--- src/rtl/serial_deserializer_pkg.sv ---
// Shared types and constants for the serial deserializer and its transmitter peer.
package serial_deserializer_pkg;

    typedef enum logic {
        IDLE = 1'b0,
        RECV = 1'b1
    } state_t;

    // Bit-order encoding, identical on the transmitter side of the link.
    localparam logic DIR_MSB_FIRST = 1'b0;
    localparam logic DIR_LSB_FIRST = 1'b1;

endpackage

--- src/rtl/serial_deserializer_if.sv ---
// Bundle of the serial-link inputs and the parallel valid/ready outputs.
//
// Handshake: data_o carries a word whenever valid_o is 1; the word is
// transferred on the rising Clk edge where valid_o && ready_i. While
// valid_o && !ready_i, data_o and valid_o are held stable.
interface serial_deserializer_if
    import serial_deserializer_pkg::*;
#(
    parameter int BUSWIDTH = 8
);
    logic                serial_i;
    logic                bit_valid_i;
    logic                sync_i;
    logic                dir_i;
    logic [BUSWIDTH-1:0] data_o;
    logic                valid_o;
    logic                ready_i;
    logic                overrun_o;
    logic                clr_err_i;
    logic                frame_err_o;
    logic                busy_o;
    state_t              state_dbg;

    // Stimulus/consumer side.
    modport master (
        output serial_i, bit_valid_i, sync_i, dir_i, ready_i, clr_err_i,
        input  data_o, valid_o, overrun_o, frame_err_o, busy_o, state_dbg
    );

    // Deserializer side.
    modport slave (
        input  serial_i, bit_valid_i, sync_i, dir_i, ready_i, clr_err_i,
        output data_o, valid_o, overrun_o, frame_err_o, busy_o, state_dbg
    );
endinterface

--- src/rtl/serial_deserializer_sipo_shift_reg.sv ---
// WIDTH-bit serial-in shift register with enable, direction and sync clear.
// word_next exposes the value the register takes on an enabled edge, so the
// caller can capture a completed word on the same edge as its last bit.
module sipo_shift_reg
    import serial_deserializer_pkg::*;
#(
    parameter int WIDTH = 8
) (
    input  logic             clk,
    input  logic             clr,
    input  logic             en,
    input  logic             dir,
    input  logic             din,
    output logic [WIDTH-1:0] word_next
);
    logic [WIDTH-1:0] q;

    assign word_next = (dir == DIR_LSB_FIRST) ? {din, q[WIDTH-1:1]}
                                              : {q[WIDTH-2:0], din};

    // Shift one bit per enabled cycle; clear has priority.
    always_ff @(posedge clk) begin
        if (clr) begin
            q <= '0;
        end else if (en) begin
            q <= word_next;
        end
    end
endmodule

--- src/rtl/serial_deserializer.sv ---
// Serial-in, parallel-out receiver with valid/ready output, sticky overrun
// flag and a one-cycle framing-error pulse on a mid-word sync.
module serial_deserializer
    import serial_deserializer_pkg::*;
#(
    parameter  int BUSWIDTH = 8,
    localparam int CNTW     = $clog2(BUSWIDTH + 1)
) (
    input  logic                  Clk,
    input  logic                  Rst,
    serial_deserializer_if.slave  bus
);
    state_t              state;
    logic [CNTW-1:0]     cnt;
    logic                dir_q;
    logic [BUSWIDTH-1:0] data_q;
    logic                valid_q;
    logic                overrun_q;
    logic                frame_err_q;

    logic                start;
    logic                shift_en;
    logic                eff_dir;
    logic                last_bit;
    logic                can_load;
    logic [BUSWIDTH-1:0] word_next;

    // A sync bit always begins a word; other bits count only inside a frame.
    assign start    = bus.bit_valid_i & bus.sync_i;
    assign shift_en = bus.bit_valid_i & ((state == RECV) | bus.sync_i);
    assign eff_dir  = start ? bus.dir_i : dir_q;
    // A sync bit is always bit 0, so it can never complete a word (WIDTH >= 2).
    assign last_bit = shift_en & ~start & (cnt == CNTW'(BUSWIDTH - 1));
    // The holding register is free if empty or being drained this edge.
    assign can_load = ~valid_q | bus.ready_i;

    sipo_shift_reg #(.WIDTH(BUSWIDTH)) u_sr (
        .clk       (Clk),
        .clr       (Rst),
        .en        (shift_en),
        .dir       (eff_dir),
        .din       (bus.serial_i),
        .word_next (word_next)
    );

    // FSM, bit counter, output holding register and error flags.
    always_ff @(posedge Clk) begin
        if (Rst) begin
            state       <= IDLE;
            cnt         <= '0;
            dir_q       <= DIR_MSB_FIRST;
            data_q      <= '0;
            valid_q     <= 1'b0;
            overrun_q   <= 1'b0;
            frame_err_q <= 1'b0;
        end else begin
            frame_err_q <= start & (state == RECV) & (cnt != '0);

            if (shift_en) begin
                state <= RECV;
                dir_q <= eff_dir;
                if (start) begin
                    cnt <= CNTW'(1);
                end else if (last_bit) begin
                    cnt <= '0;
                end else begin
                    cnt <= cnt + CNTW'(1);
                end
            end

            if (last_bit && can_load) begin
                data_q  <= word_next;
                valid_q <= 1'b1;
            end else if (valid_q && bus.ready_i) begin
                valid_q <= 1'b0;
            end

            // Set wins over clear when both happen on the same edge.
            if (last_bit && !can_load) begin
                overrun_q <= 1'b1;
            end else if (bus.clr_err_i) begin
                overrun_q <= 1'b0;
            end
        end
    end

    assign bus.data_o      = data_q;
    assign bus.valid_o     = valid_q;
    assign bus.overrun_o   = overrun_q;
    assign bus.frame_err_o = frame_err_q;
    assign bus.busy_o      = (state == RECV) && (cnt != '0);
    assign bus.state_dbg   = state;
endmodule

--- src/flat_wrapper.sv ---
// flat-port wrapper written by rule: the top's interface ports become plain ports
module serial_deserializer_flat import serial_deserializer_pkg::*;
#(
    parameter  int BUSWIDTH = 8,
    localparam int CNTW     = $clog2(BUSWIDTH + 1)
)
  (Clk, Rst, bus_serial_i, bus_bit_valid_i, bus_sync_i, bus_dir_i, bus_ready_i, bus_clr_err_i, bus_data_o, bus_valid_o, bus_overrun_o, bus_frame_err_o, bus_busy_o, bus_state_dbg);
  serial_deserializer_if #(.BUSWIDTH(BUSWIDTH)) bus_i ();
  input  logic Clk;
  input  logic Rst;
  input wire logic [$bits(bus_i.serial_i)-1:0] bus_serial_i;
  input wire logic [$bits(bus_i.bit_valid_i)-1:0] bus_bit_valid_i;
  input wire logic [$bits(bus_i.sync_i)-1:0] bus_sync_i;
  input wire logic [$bits(bus_i.dir_i)-1:0] bus_dir_i;
  input wire logic [$bits(bus_i.ready_i)-1:0] bus_ready_i;
  input wire logic [$bits(bus_i.clr_err_i)-1:0] bus_clr_err_i;
  output wire logic [$bits(bus_i.data_o)-1:0] bus_data_o;
  output wire logic [$bits(bus_i.valid_o)-1:0] bus_valid_o;
  output wire logic [$bits(bus_i.overrun_o)-1:0] bus_overrun_o;
  output wire logic [$bits(bus_i.frame_err_o)-1:0] bus_frame_err_o;
  output wire logic [$bits(bus_i.busy_o)-1:0] bus_busy_o;
  output wire logic [$bits(bus_i.state_dbg)-1:0] bus_state_dbg;
  assign bus_i.serial_i = bus_serial_i;
  assign bus_i.bit_valid_i = bus_bit_valid_i;
  assign bus_i.sync_i = bus_sync_i;
  assign bus_i.dir_i = bus_dir_i;
  assign bus_i.ready_i = bus_ready_i;
  assign bus_i.clr_err_i = bus_clr_err_i;
  assign bus_data_o = bus_i.data_o;
  assign bus_valid_o = bus_i.valid_o;
  assign bus_overrun_o = bus_i.overrun_o;
  assign bus_frame_err_o = bus_i.frame_err_o;
  assign bus_busy_o = bus_i.busy_o;
  assign bus_state_dbg = bus_i.state_dbg;
  serial_deserializer #(.BUSWIDTH(BUSWIDTH)) u_core (.Clk(Clk), .Rst(Rst), .bus(bus_i));
endmodule
--- config.mk ---
export PLATFORM = sky130hd
export DESIGN_NAME = serial_deserializer_flat
export DESIGN_NICKNAME = d
export VERILOG_FILES = /design/src/rtl/serial_deserializer_pkg.sv /design/src/rtl/serial_deserializer_if.sv /design/src/rtl/serial_deserializer_sipo_shift_reg.sv /design/src/rtl/serial_deserializer.sv /design/src/flat_wrapper.sv
export SDC_FILE = /design/constraint.sdc
export NUM_CORES = 1
export LEC_CHECK = 0
export CELL_PAD_IN_SITES_DETAIL_PLACEMENT = 0
export CELL_PAD_IN_SITES_GLOBAL_PLACEMENT = 1
export CORE_AREA = 2 2 60 62
export CTS_BUF_LIST = sky130_fd_sc_hd__clkbuf_8
export CTS_CLUSTER_SIZE = 10
export DETAILED_ROUTE_END_ITERATION = 16
export DIE_AREA = 0 0 62 64
export PLACE_DENSITY_LB_ADDON = 0.1
export SETUP_SLACK_MARGIN = 0.2
export SYNTH_ARGS = -nofsm -noshare
export SYNTH_HDL_FRONTEND = slang
export SYNTH_SLANG_ARGS = --single-unit
--- constraint.sdc ---
create_clock -name Clk -period 1.42 [get_ports Clk]
set_input_delay 0.284 -clock Clk [delete_from_list [all_inputs] [get_ports Clk]]
set_output_delay 0.284 -clock Clk [all_outputs]
set_load 0.1 [all_outputs]
# == After elaboration in Yosys (flattened, before gate mapping) ==
# Cells that the tools add are included.
# W data, S select, Z words.
# op_classes
addsub,1
eq_ne,1
mux,8
n_bitwise,10
n_reduce_logical,8
# ops
operator,count
$mux W4,2
$mux W8,1
$and A1 B1 Y1,6
$mux W1,5
$add A4 B1 Y4 const B,1
$eq A4 B3 Y1 const B,1
$logic_and A1 B1 Y1,4
$reduce_bool A2 Y1,2
$reduce_bool A4 Y1,1
$not A1 Y1,2
$or A1 B1 Y1,2
$logic_not A1 Y1,1
# word_totals
reg_bits,25
in_bits,8
out_inout_bits,13
word_cells,36

# == Longest topological paths before layout ==
# Gate-level depths: netlist (run 1).
# depth
ltp_word,6
ltp_mapped,5
mapped_depth_nobuf,4

# == Hierarchy ==
# Synthesis (run 1) repeated with hierarchy kept, for this count alone.
# unflattened
hier_cells,119
area_unflattened_um2,1232.4
# modules_own_cells
mod,n_inst,cells_each,area_per_inst_um2
serial_deserializer,1,84,792.0
sipo_shift_reg,1,35,440.4

# == Worst setup path after synthesis (run 1) ==
# Ideal clock, no wire load.
# synth_path
path_type,flip-flop to flip-flop
start,reg u_core.state (netlist: u_core.bus.state_dbg)
end,reg u_core.frame_err_q (netlist: u_core.bus.frame_err_o)
setup_ps,83
arrival_time_ps,3713
setup_slack_ps,-2376
stages_incl_launch_ff,4
path_cell_list,dfxtp_1 -> buf_6 -> a21boi_0 -> nor3b_1
# synth_between
elab_chain_len,2
# synth_lines
item,line,source
"start, declared",serial_deserializer.sv:13,state_t state;
"start signal, assigned",serial_deserializer.sv:49,state <= IDLE;
"start signal, assigned",serial_deserializer.sv:60,state <= RECV;
$and A1 B1 Y1 (2 in a row),serial_deserializer.sv:57,frame_err_q <= start & (state == RECV) & (cnt != '0);
"end signal, assigned",serial_deserializer.sv:57,
"end, declared",serial_deserializer.sv:19,logic frame_err_q;
# No other way between the ends.
# A chain may end at the register's enable or synchronous reset.

# == Final worst setup path (run 1) ==
# layout_path
start,reg u_core.cnt[0]
end,out bus_busy_o
# layout_between
elab_chain_len,2
# layout_lines
item,line,source
"start, declared",serial_deserializer.sv:14,logic [CNTW-1:0] cnt;
"start signal, assigned",serial_deserializer.sv:67,cnt <= cnt + CNTW'(1);
$reduce_bool A4 Y1,serial_deserializer.sv:91,assign bus.busy_o = (state == RECV) && (cnt != '0);
$logic_and A1 B1 Y1,serial_deserializer.sv:91,
"end, declared",flat_wrapper.sv:21,output wire logic [$bits(bus_i.busy_o)-1:0] bus_busy_o;
# No other way between the ends.

==> results of run 1 <==
==> routing by layer <==
layer	global-route usage	part of all wire	vias to the layer above	routed length, microns
met5	0	0	-	0
met2	0.2448	0.48	23	1439
met1	0.2242	0.47	565	1399
met3	0.01822	0.035	5	105
met4	0.04521	0.013	0	39
li1	-	-	562	-
==> cells in the mapped netlist <==
| library cell | instances | area [sq um] |
|---|---|---|
| a21boi_1 | 1 | 7.510 |
| ha_1 | 2 | 25.02 |
| a22oi_1 | 1 | 7.510 |
| and4b_1 | 1 | 10.01 |
| o22ai_1 | 1 | 6.260 |
| nand3_1 | 10 | 50.05 |
| and3_1 | 2 | 12.51 |
| nand3b_1 | 1 | 7.510 |
| a21oi_1 | 7 | 35.03 |
| nand4b_1 | 2 | 17.52 |
| inv_1 | 2 | 7.510 |
| a311oi_1 | 15 | 131.4 |
| nor3b_1 | 1 | 7.510 |
| clkbuf_1 | 3 | 11.26 |
| a2111o_1 | 1 | 11.26 |
| dfxtp_1 | 25 | 500.5 |
| and4b_4 | 1 | 13.76 |
| buf_4 | 2 | 15.01 |
| buf_2 | 3 | 15.01 |
| a211o_1 | 1 | 8.760 |
| a311oi_2 | 1 | 15.01 |
| and2b_4 | 1 | 10.01 |
| a21boi_0 | 1 | 7.510 |
| nor2_1 | 11 | 41.29 |
| nand2b_1 | 2 | 12.51 |
| a31oi_1 | 9 | 56.30 |
| o21ai_0 | 8 | 40.04 |
| o21ai_1 | 1 | 5.000 |
| o21a_4 | 1 | 15.01 |
| a21bo_1 | 1 | 10.01 |
| nand2_1 | 6 | 22.52 |
| buf_6 | 5 | 56.30 |
==> worst paths after layout <==
check                                     startpoint              endpoint  slack [ns]  cells after the start
worst max-delay path                   u_core.cnt[0]            bus_busy_o       -0.03                      4
worst min-delay path                      bus_sync_i  u_core.bus.state_dbg        0.46                      4
worst max register to register         u_core.cnt[0]  u_core.bus.data_o[3]       -0.02                      6
worst min register to register  u_core.bus.overrun_o  u_core.bus.overrun_o        0.51                      2
==> logic make-up after synthesis <==
kind of cell | count (synthesis)
flops | 25
buf+inv | 15
compound gates | 49
simple gates | 38
fa+ha+maj | 2
==> per-stage QoR <==
step / TNS [ns] / instances / hold WS [ns]
after floorplan: -0.3546 / 129 / 0.4658
after global placement: -4.802 / 198 / 0.4861
after detailed placement: -5.994 / 198 / 0.4868
after CTS: -0.03815 / 204 / 0.5047
after global routing: -0.5059 / 209 / 0.5045
final: -0.05717 / 209 / 0.4633
==> where the power goes <==
| group | total, mW | switching (mW) | internal, mW |
|---|---|---|---|
| Clock | 0.420 | 0.226 | 0.194 |
| Sequential | 0.749 | 0.0267 | 0.722 |
| Combinational | 0.224 | 0.119 | 0.104 |
==> critical path: stages (launching register included) <==
cell and delay [ns]:
dfxtp_2 0.36, inv_2 0.05, ha_4 0.15, a21boi_4 0.15, buf_12 0.19
==> registers in the layout (all words and copies together), names as in the netlist <==
signal	flops
u_core.cnt	4
u_core.u_sr.q	8
u_core.bus.overrun_o	1
u_core.bus.frame_err_o	1
u_core.bus.data_o	8
u_core.bus.state_dbg	1
u_core.bus.valid_o	1
u_core.dir_q	1
==> cell type report <==
type | instances | area [sq um]
tap | 46 | 57.56
timing repair buffer | 43 | 555.5
sequential | 25 | 513.0
fill | 304 | 1383
multi-input combinational | 89 | 723.2
clock buffer | 3 | 41.29
inverter | 2 | 7.507
clock inverter | 1 | 3.754
==> timing repair <==
action                     in CTS  in global routing
setup endpoints to repair      22                 22
gates resized for setup        15                 37
setup buffers                   2                  5
hold buffers                    0                  0
pin swaps                       9                 16
==> cells in the final DEF (no fill, tap or decap), drive strengths merged, types with 2 or more instances in the layout <==
master,count
a31oi,9
dfxtp,25
o21ai,9
a21oi,7
and4b,2
buf,36
nand4b,2
nand2b,2
clkbuf,4
ha,2
and3,2
a311oi,16
nand2,6
a21boi,2
nand3,10
nor2,11
inv,3
clkdlybuf4s50,4
==> impl_metrics.json, run 1 <==
{
  "globalplace.congestion": 0.7247,
  "synth-adder-area-share": 0.02099,
  "crit_required_ns": 1.14,
  "drt_iter0_markers": 32,
  "maxCapViolCount": 0,
  "start_kind": "register",
  "violations": "negative setup slack",
  "antenna_cells": 0,
  "drive_above_1_share": 0.4540,
  "die_w_microns": 62,
  "fin_ws_ns": -0.03367,
  "setup_violations": 2,
  "clock_path_buffers": 2,
  "final_hold_viol_count": 0,
  "p_leak_nw": 0.6645,
  "postRouteAntennaNets": 0,
  "power_density_nw_per_um2": 732.4,
  "routed_wl_microns": 2984,
  "portBuffers": 20,
  "ys_seq_area_frac": 0.4197,
  "yosys.area_share.simple": 0.1721,
  "min_path_type": "in -> reg",
  "grt_pass1_wl_microns": 4816,
  "critPathCaptureType": "output port",
  "drc": 0,
  "tightest_slew_ns": 0.2388,
  "pin_count": 21,
  "period_minus_slack_ns": 1.454,
  "fin_area_sq_um": 1902,
  "synth_top_family_by_area": "compound AO/OA/AOI/OAI gates",
  "die_area_sq_um": 3968,
  "die_height_microns": 64,
  "synth_cell_types": 32,
  "clock_sinks": 25,
  "syn_to_final_growth_pct": 59.50,
  "syn_area_per_cell_sq_um": 9.243,
  "antenna_found_initial": 0,
  "ir_drop_mv": 0.4027,
  "synth_compound_area_frac": 0.2991,
  "wl_per_cell_microns": 14.28,
  "core_area_sq_um": 3284,
  "rows": 21,
  "grt_max_degree": 26,
  "fin_nets": 174,
  "worstSkewPairLatency_ns": 0.27,
  "hpwl_microns": 2030,
  "finalMaxSlewViolations": 0,
  "grt_use_total": 0.1571,
  "yosysWarnings": 0,
  "worst-path-max-fanout": 2,
  "cts_root_buf": "clkbuf_8",
  "synthMuxAreaShare": 0,
  "max_slew_margin": 0.8402,
  "clk_pin_slew_ns": 0.08,
  "arrival_ns": 1.17,
  "via_per_inst": 5.526,
  "fin_util": 0.5790,
  "rsz0062_at_grt": "yes",
  "status": "finished with violations",
  "synth_xor_xnor_area_share": 0,
  "place_ws_ns": -0.3490,
  "firstDrtPassIters": 5,
  "via_count": 1155,
  "syn_area_sq_um": 1192,
  "first_global_vias": 1093,
  "total_power_mw": 1.393,
  "start_util": 0.3630,
  "finClkSkew_ns": 0.004160,
  "grt-ovfl-total": 0,
  "cts_tree": "yes",
  "placedInstanceArea_sq_um": 1652,
  "syn_inst": 129,
  "ys_ff_latch": 25,
  "syn-num-nets": 139,
  "cts_buffers": 3,
  "critPathKind": "reg -> out",
  "period_share": 1.024,
  "max_clock_freq_mhz": 687.9,
  "h-tree-depth": 1
}
Note: power is estimated with default switching activity, not from simulation.
==> run 2, diff against run 1 <==
==> constraint.sdc (replaced) <==
create_clock -name Clk -period 1.42 [get_ports Clk]
set_input_delay 0.142 -clock Clk [delete_from_list [all_inputs] [get_ports Clk]]
set_output_delay 0.142 -clock Clk [all_outputs]
set_load 0.1 [all_outputs]
==> impl_metrics.json, run 2 (synthesis gave the netlist of run 1 again) <==
{
  "worstReg2RegStart": "u_core.cnt[0]",
  "critPathKind": "reg -> reg",
  "final_hold_viol_count": 0,
  "finalMaxSlewViolations": 0,
  "holdBufCountCts": 0,
  "status": "finished with violations",
  "tightest_slew_ns": 0.2856,
  "max_clock_freq_mhz": 695.5,
  "wl_per_cell_microns": 15.90,
  "grt_use_total": 0.1635,
  "min_path_type": "in -> reg",
  "max_slew_margin": 0.8076,
  "firstDrtPassIters": 4,
  "place_ws_ns": -0.1809,
  "fin_nets": 173,
  "drt_iter0_markers": 57,
  "first_global_vias": 1072,
  "stdcell_count": 208,
  "start_kind": "register",
  "die_height_microns": 64,
  "antenna_cells": 0,
  "hpwl_microns": 2027,
  "final_cell_mix": "dfxtp_1, buf_12, nor2_1, buf_4, a311oi_1",
  "cts_tree": "yes",
  "grt_max_degree": 26,
  "start_util": 0.3630,
  "grt-ovfl-total": 0,
  "power_density_nw_per_um2": 737.6,
  "drive_above_1_share": 0.4198,
  "clock_path_buffers": 2,
  "syn_to_final_growth_pct": 60.02,
  "postRouteAntennaNets": 0,
  "die_w_microns": 62,
  "h-tree-depth": 1,
  "final_common_cell": "dfxtp_1",
  "rows": 21,
  "pin_count": 21,
  "ir_drop_mv": 0.5149,
  "period_share": 1.013,
  "maxCapViolCount": 0,
  "core_area_sq_um": 3284,
  "rsz0062_at_grt": "yes",
  "clock_sinks": 25,
  "finClkSkew_ns": 0.003981,
  "antenna_found_initial": 0,
  "rrSetupSlack_ns": -0.02,
  "worstSkewPairLatency_ns": 0.27,
  "cts_buffers": 3,
  "r2r-end": "u_core.bus.data_o[7]",
  "globalplace.congestion": 0.7278,
  "via_per_inst": 5.668,
  "hold_path_depth": 4,
  "setup_violations": 1,
  "min_from": "bus_bit_valid_i",
  "fin_ws_ns": -0.01775,
  "grt_pass1_wl_microns": 5002,
  "arrival_ns": 1.62,
  "portBuffers": 20,
  "drc": 0,
  "period_minus_slack_ns": 1.438,
  "fin_hold_ws_ns": 0.4095,
  "hold_end": "u_core.cnt[1]",
  "crit_required_ns": 1.60,
  "critPathCaptureType": "register",
  "r2r_cells": 6,
  "via_count": 1179,
  "fin_area_sq_um": 1908,
  "clk_pin_slew_ns": 0.09,
  "p_leak_nw": 0.6423,
  "routed_wl_microns": 3308,
  "cts_root_buf": "clkbuf_8",
  "total_power_mw": 1.407,
  "die_area_sq_um": 3968,
  "violations": "negative setup slack",
  "worst-path-max-fanout": 5,
  "dp.cells": 198,
  "placedInstanceArea_sq_um": 1652
}
## run 2: cell types whose count changed in the layout (fill, tap and decap cells not counted), sizes merged
cell	before	now
and2b	1	2
buf	36	33
clkbuf	4	3
clkdlybuf4s15	1	0
clkdlybuf4s50	4	5
clkinv	0	1
dlygate4sd2	0	1
inv	3	2
o21a	1	2
## run 2: how the worst max path moves through the flow
| stage | to | startpoint | slack [ns] |
|---|---|---|---|
| global placement | u_core.bus.data_o[2] | bus_bit_valid_i | -0.15 |
| detailed placement | u_core.bus.data_o[7] | bus_bit_valid_i | -0.18 |
| global route | u_core.bus.data_o[7] | u_core.cnt[0] | -0.06 |
| finish | u_core.bus.data_o[7] | u_core.cnt[0] | -0.02 |
| floorplan | u_core.bus.frame_err_o | u_core.bus.state_dbg | -0.19 |
| CTS | u_core.bus.data_o[7] | u_core.cnt[0] | -0.002 |
## run 2: timing repair
| item | 4_1_cts | 5_1_grt |
|---|---|---|
| pin swaps | 3 | 12 |
| resized for setup | 13 | 27 |
| buffers inserted | 3 | 1 |
| setup endpoints to repair | 19 | 22 |
| cloned | 1 | 1 |
## run 2: worst max-delay path, cell delays in order (launching register included)
cell and delay (ns):
dfxtp_2 0.35, buf_6 0.10, ha_4 0.14, and4b_4 0.30, buf_6 0.14, a31oi_4 0.07, a311oi_2 0.25
## run 2: layout make-up
class,instances,area (sq um)
fillers,303,1376
multi-input cells,91,748.2
repair buffers,40,533.0
flip-flops and latches,25,513.0
well taps,46,57.56
clock buffers,3,41.29
inverters,2,10.01
clock inverters,1,5.005
## run 2: power breakdown
part	switching (mW)	internal (mW)
Sequential	0.0232	0.722
Combinational	0.124	0.106
Clock	0.235	0.197
Total	0.382	1.03
## run 2: per-stage QoR
step | util | TNS [ns]
final | 0.5810 | -0.01775
after global routing | 0.5810 | -0.2758
after global placement | 0.5029 | -1.890
after detailed placement | 0.5029 | -2.639
after CTS | 0.5364 | -0.002159
after floorplan | - | -0.2126
## run 2: per-layer routing
layer	wire (microns)	global-route usage	share of wire	vias to the layer above
li1	-	-	-	565
met1	1484	0.2372	0.45	567
met2	1610	0.2461	0.49	42
met3	191	0.03846	0.058	5
met4	22	0.02926	0.0067	0
met5	0	0	0	-
==> run 3, diff against run 2 <==
==> constraint.sdc (replaced) <==
create_clock -name Clk -period 1.42 [get_ports Clk]
set_input_delay 0.284 -clock Clk [delete_from_list [all_inputs] [get_ports Clk]]
set_output_delay 0.284 -clock Clk [all_outputs]
set_load 0.1 [all_outputs]
==> results of run 3 <==
No change in the layout: final DEF, timing and power equal those of run 1.
==> RTL edit 1 (config.mk and constraints of run 3) <==
`BUSWIDTH` is set to 8 in 3 places; all go to 4.
--- a/src/rtl/serial_deserializer_if.sv
+++ b/src/rtl/serial_deserializer_if.sv
@@ -8,3 +8,3 @@
 #(
-    parameter int BUSWIDTH = 8
+    parameter int BUSWIDTH = 4
 );
--- a/src/rtl/serial_deserializer.sv
+++ b/src/rtl/serial_deserializer.sv
@@ -5,3 +5,3 @@
 #(
-    parameter  int BUSWIDTH = 8,
+    parameter  int BUSWIDTH = 4,
     localparam int CNTW     = $clog2(BUSWIDTH + 1)
--- a/src/flat_wrapper.sv
+++ b/src/flat_wrapper.sv
@@ -3,3 +3,3 @@
 #(
-    parameter  int BUSWIDTH = 8,
+    parameter  int BUSWIDTH = 4,
     localparam int CNTW     = $clog2(BUSWIDTH + 1)
Ports: changed (resized bus_data_o); port bits go from 21 to 17. No check against the original RTL was run, so the function may have changed too.
==> RTL edit 1 against run 3 <==
Sequential cell count is 9 lower; final area is 34% lower; routed wire length is 37% lower; maximum frequency is 2.8% higher; die area stayed put; total power is 30% lower; synthesized cell count is 41% lower; setup slack better by 0.040 ns; synthesized area is 40% lower; via count is 43% lower; critical path type unchanged; largest power group unchanged; highest routed layer unchanged.
==> RTL edit 1: results (changes against run 3) <==
metric,value,unit,change
worstSkewPairLatency,0.25,ns,was 0.27 ns
critPathMaxStageDelay,0.33,ns,was 0.36 ns
synthAdderAreaFrac,0.0351,,was 0.0210
drt_iter0_markers,33,,was 32
layout-drive-gt1-share,0.510,,was 0.454
wl_met1,916,µm,was 1400 µm
synth_seq_area_share,0.449,,was 0.420
finalPower,982,µW,was 1390 µW
grt_max_degree,14,,was 26
nets,114,,was 174
grtUsageMet2,0.152,,was 0.245
grtUsageTotal,0.105,,was 0.157
grt_pass1_vias,670,,was 1093
p_sw_frac,0.257,,was 0.267
firstDrtPassIters,4,,was 5
status,"finished, final reports clean",,was finished with violations
clkTransAtPathRegs,0.06,ns,was 0.08 ns
p_leak,0.000459,µW,was 0.000664 µW
cp.arrival,1.13,ns,was 1.17 ns
grt_pass1_wl,3020,µm,was 4820 µm
synth_fp_nets,86,,was 139
post-dp-hpwl,1340,µm,was 2030 µm
placed_cells,142,,was 198
min_path_type,flip-flop to flip-flop,,was input port to flip-flop
port_buffers,16,,was 20
gp_congestion,0.713,,was 0.725
synth_area_leaders,"dfxtp_1, a311oi_1, a21oi_1, a31oi_1, ha_1",,"was dfxtp_1, a311oi_1, a31oi_1, buf_6, nand3_1"
vias_per_cell,4.48,,was 5.53
grtUsageMet1,0.141,,was 0.224
wl_met3,59,µm,was 105 µm
p_clk,342,µW,was 420 µW
wl_met2,879,µm,was 1440 µm
syn_inst,76,,was 129
netlist_top_cells_count,"dfxtp_1, a311oi_1, a21oi_1, nand3_1, nor2_1",,"was dfxtp_1, a311oi_1, nor2_1, nand3_1, a31oi_1"
## RTL edit 1: cell count changes after synthesis, moves of 2 or more
cell      before  now
a311oi_1      15    8
a31oi_1        9    4
buf_6          5    1
clkbuf_1       3    1
dfxtp_1       25   16
nand2_1        6    2
nand3_1       10    5
nor2_1        11    5
o21ai_0        8    0
o21ai_1        1    4
## RTL edit 1: stage by stage
step	cell area, µm²	setup WS (ns)	setup TNS (ns)	util
global placement	1100	-0.331	-3.23	0.334
detailed placement	1100	-0.316	-3.42	0.334
CTS	1230	-0.00491	-0.00491	0.374
global route	1260	-0.0400	-0.0400	0.382
finish	1260	0.00656	0	0.382
floorplan	741	-0.108	-0.174	-
## RTL edit 1: area by class of cell
class	count	area, µm²
Clock buffer	3	41.3
Fill cell	325	2030
Inverter	3	11.3
Multi-Input combinational cell	52	448
Sequential cell	16	337
Tap cell	46	57.6
Timing Repair Buffer	28	362
## RTL edit 1: tightest hold or removal path, stage by stage, from the launching register on
cell and delay [ns]:
dfxtp_2 0.33, nand2b_1 0.06, a21oi_1 0.06
## RTL edit 1: final timing paths
| check | start | to | slack, ns | depth (start not counted) |
|---|---|---|---|---|
| hold / removal | u_core.bus.overrun_o | u_core.bus.overrun_o | 0.49 | 2 |
| hold reg to reg | u_core.bus.overrun_o | u_core.bus.overrun_o | 0.49 | 2 |
| setup / recovery | u_core.cnt[1] | bus_busy_o | 0.007 | 4 |
| setup reg to reg | u_core.cnt[0] | u_core.bus.data_o[3] | 0.11 | 5 |
## RTL edit 1: what timing repair did
action | CTS | global route
resized for setup | 20 | 7
buffers inserted | 3 | 0
endpoints found under the setup margin | 14 | 11
endpoints found under the hold margin | 0 | 0
pin swaps | 8 | 4
==> RTL edit 2 (settings of run 3) <==
Made on the original files. Make the reset (`Rst`) asynchronous in one clocked block.
--- a/src/rtl/serial_deserializer.sv
+++ b/src/rtl/serial_deserializer.sv
@@ -46,3 +46,3 @@
     // FSM, bit counter, output holding register and error flags.
-    always_ff @(posedge Clk) begin
+    always_ff @(posedge Clk or posedge Rst) begin
         if (Rst) begin
Check against the original RTL: differs if Rst is asserted again (counterexample within 4 cycles, from zero or initial values and one cycle with Rst high); with Rst held inactive, the same outputs for 10 cycles.
==> RTL edit 2 against run 3 <==
The run still ends with setup timing left; global-route usage rose by 2.0 points; first-iteration DRC count rose by 41%; worst hold slack got worse by 0.15 ns; final area rose by 5.9%; routed wire length rose by 22%; utilization rose by 3.4 points; synthesized area rose by 0.42%; synthesized cell count fell by 9.3%; via count fell by 1.5%; sequential cell count did not move; setup slack got worse by 0.053 ns.
Power is not compared: it rests on default switching activity, and its combinational part moved more than twofold at a synthesized area within 25%.
==> RTL edit 2: results (changes against run 3) <==
metric,value,unit,change
gp_congestion,0.806,,was 0.725
syn_inst,117,,was 129
layout_setup_ws,-0.0866,ns,was -0.0337 ns
min_path_type,input port to async pin,,was input port to flip-flop
seq_share,0.294,,was 0.270
multi_input_area,757,µm²,was 723 µm²
inverters,4,,was 2
drt_iter0_markers,45,,was 32
final_area,2010,µm²,was 1900 µm²
nonClkBufAreaFrac,0.272,,was 0.292
wirelength,3640,µm,was 2980 µm
layout-drive-gt1-share,0.522,,was 0.454
wl_met1,1630,µm,was 1400 µm
placed_cells,193,,was 198
tightest_slew,0.216,ns,was 0.239 ns
finalSetupViolCount,9,,was 2
critPathMaxStageDelay,0.39,ns,was 0.36 ns
grtUsageMet3,0.0283,,was 0.0182
placed_area,1670,µm²,was 1650 µm²
wl_met3,185,µm,was 105 µm
ys_types,30,,was 32
grt_max_degree,19,,was 26
finClkSkew,0.00987,ns,was 0.00416 ns
finalPower,3740,µW,
status,finished with violations,,unchanged
synthAdderAreaFrac,0.0209,,was 0.0210
n_all_buffers,45,,was 43
nets,170,,was 174
violations,setup timing,,unchanged
grt_pass1_wl,5250,µm,was 4820 µm
timing.rr.start,u_core.cnt[1],,was u_core.cnt[0]
grtUsageMet2,0.258,,was 0.245
instances_no_fill,205,,was 209
critPathSlowestCell,dfrtp_1,,was dfxtp_2
netlist_top_cells_count,"a31oi_1, o21ai_0, dfrtp_1, dfxtp_1, nand3_1",,"was dfxtp_1, a311oi_1, nor2_1, nand3_1, a31oi_1"
worst_r2r_endpoint,u_core.bus.data_o[5],,was u_core.bus.data_o[3]
synth_most_common_cell,a31oi_1,,was dfxtp_1
async_flop_share,0.680,,was 0
multi_input_comb_cells,81,,was 89
wl_met2,1770,µm,was 1440 µm
vias_per_cell,5.55,,was 5.53
synth_fp_nets,127,,was 139
==> RTL edit 2: changes by cell type in the layout (fill, tap and decap cells not counted), sizes merged, moves of 6 or more <==
cell	change
a21oi	-6
dfxtp	-17
nor2	-9
a311oi	-16
o21ai	+9
dfrtp	+17
a31oi	+15
==> RTL edit 2: through the flow <==
| step | utilization | setup TNS, ns | setup slack, ns |
|---|---|---|---|
| 3_5_place_dp | 0.508 | -4.89 | -0.301 |
| 2_1_floorplan | - | -0.340 | -0.180 |
| 3_3_place_gp | 0.508 | -4.45 | -0.261 |
| 5_1_grt | 0.613 | -0.777 | -0.113 |
| 6_report | 0.613 | -0.418 | -0.0866 |
| 4_1_cts | 0.547 | -0.191 | -0.0913 |
==> RTL edit 2: what timing repair did <==
item / CTS / global route
setup endpoints to repair: 23 / 24
gates cloned: 0 / 2
setup buffers: 2 / 4
gates resized for setup: 17 / 45
pin swaps: 7 / 1
hold buffers: 0 / 0
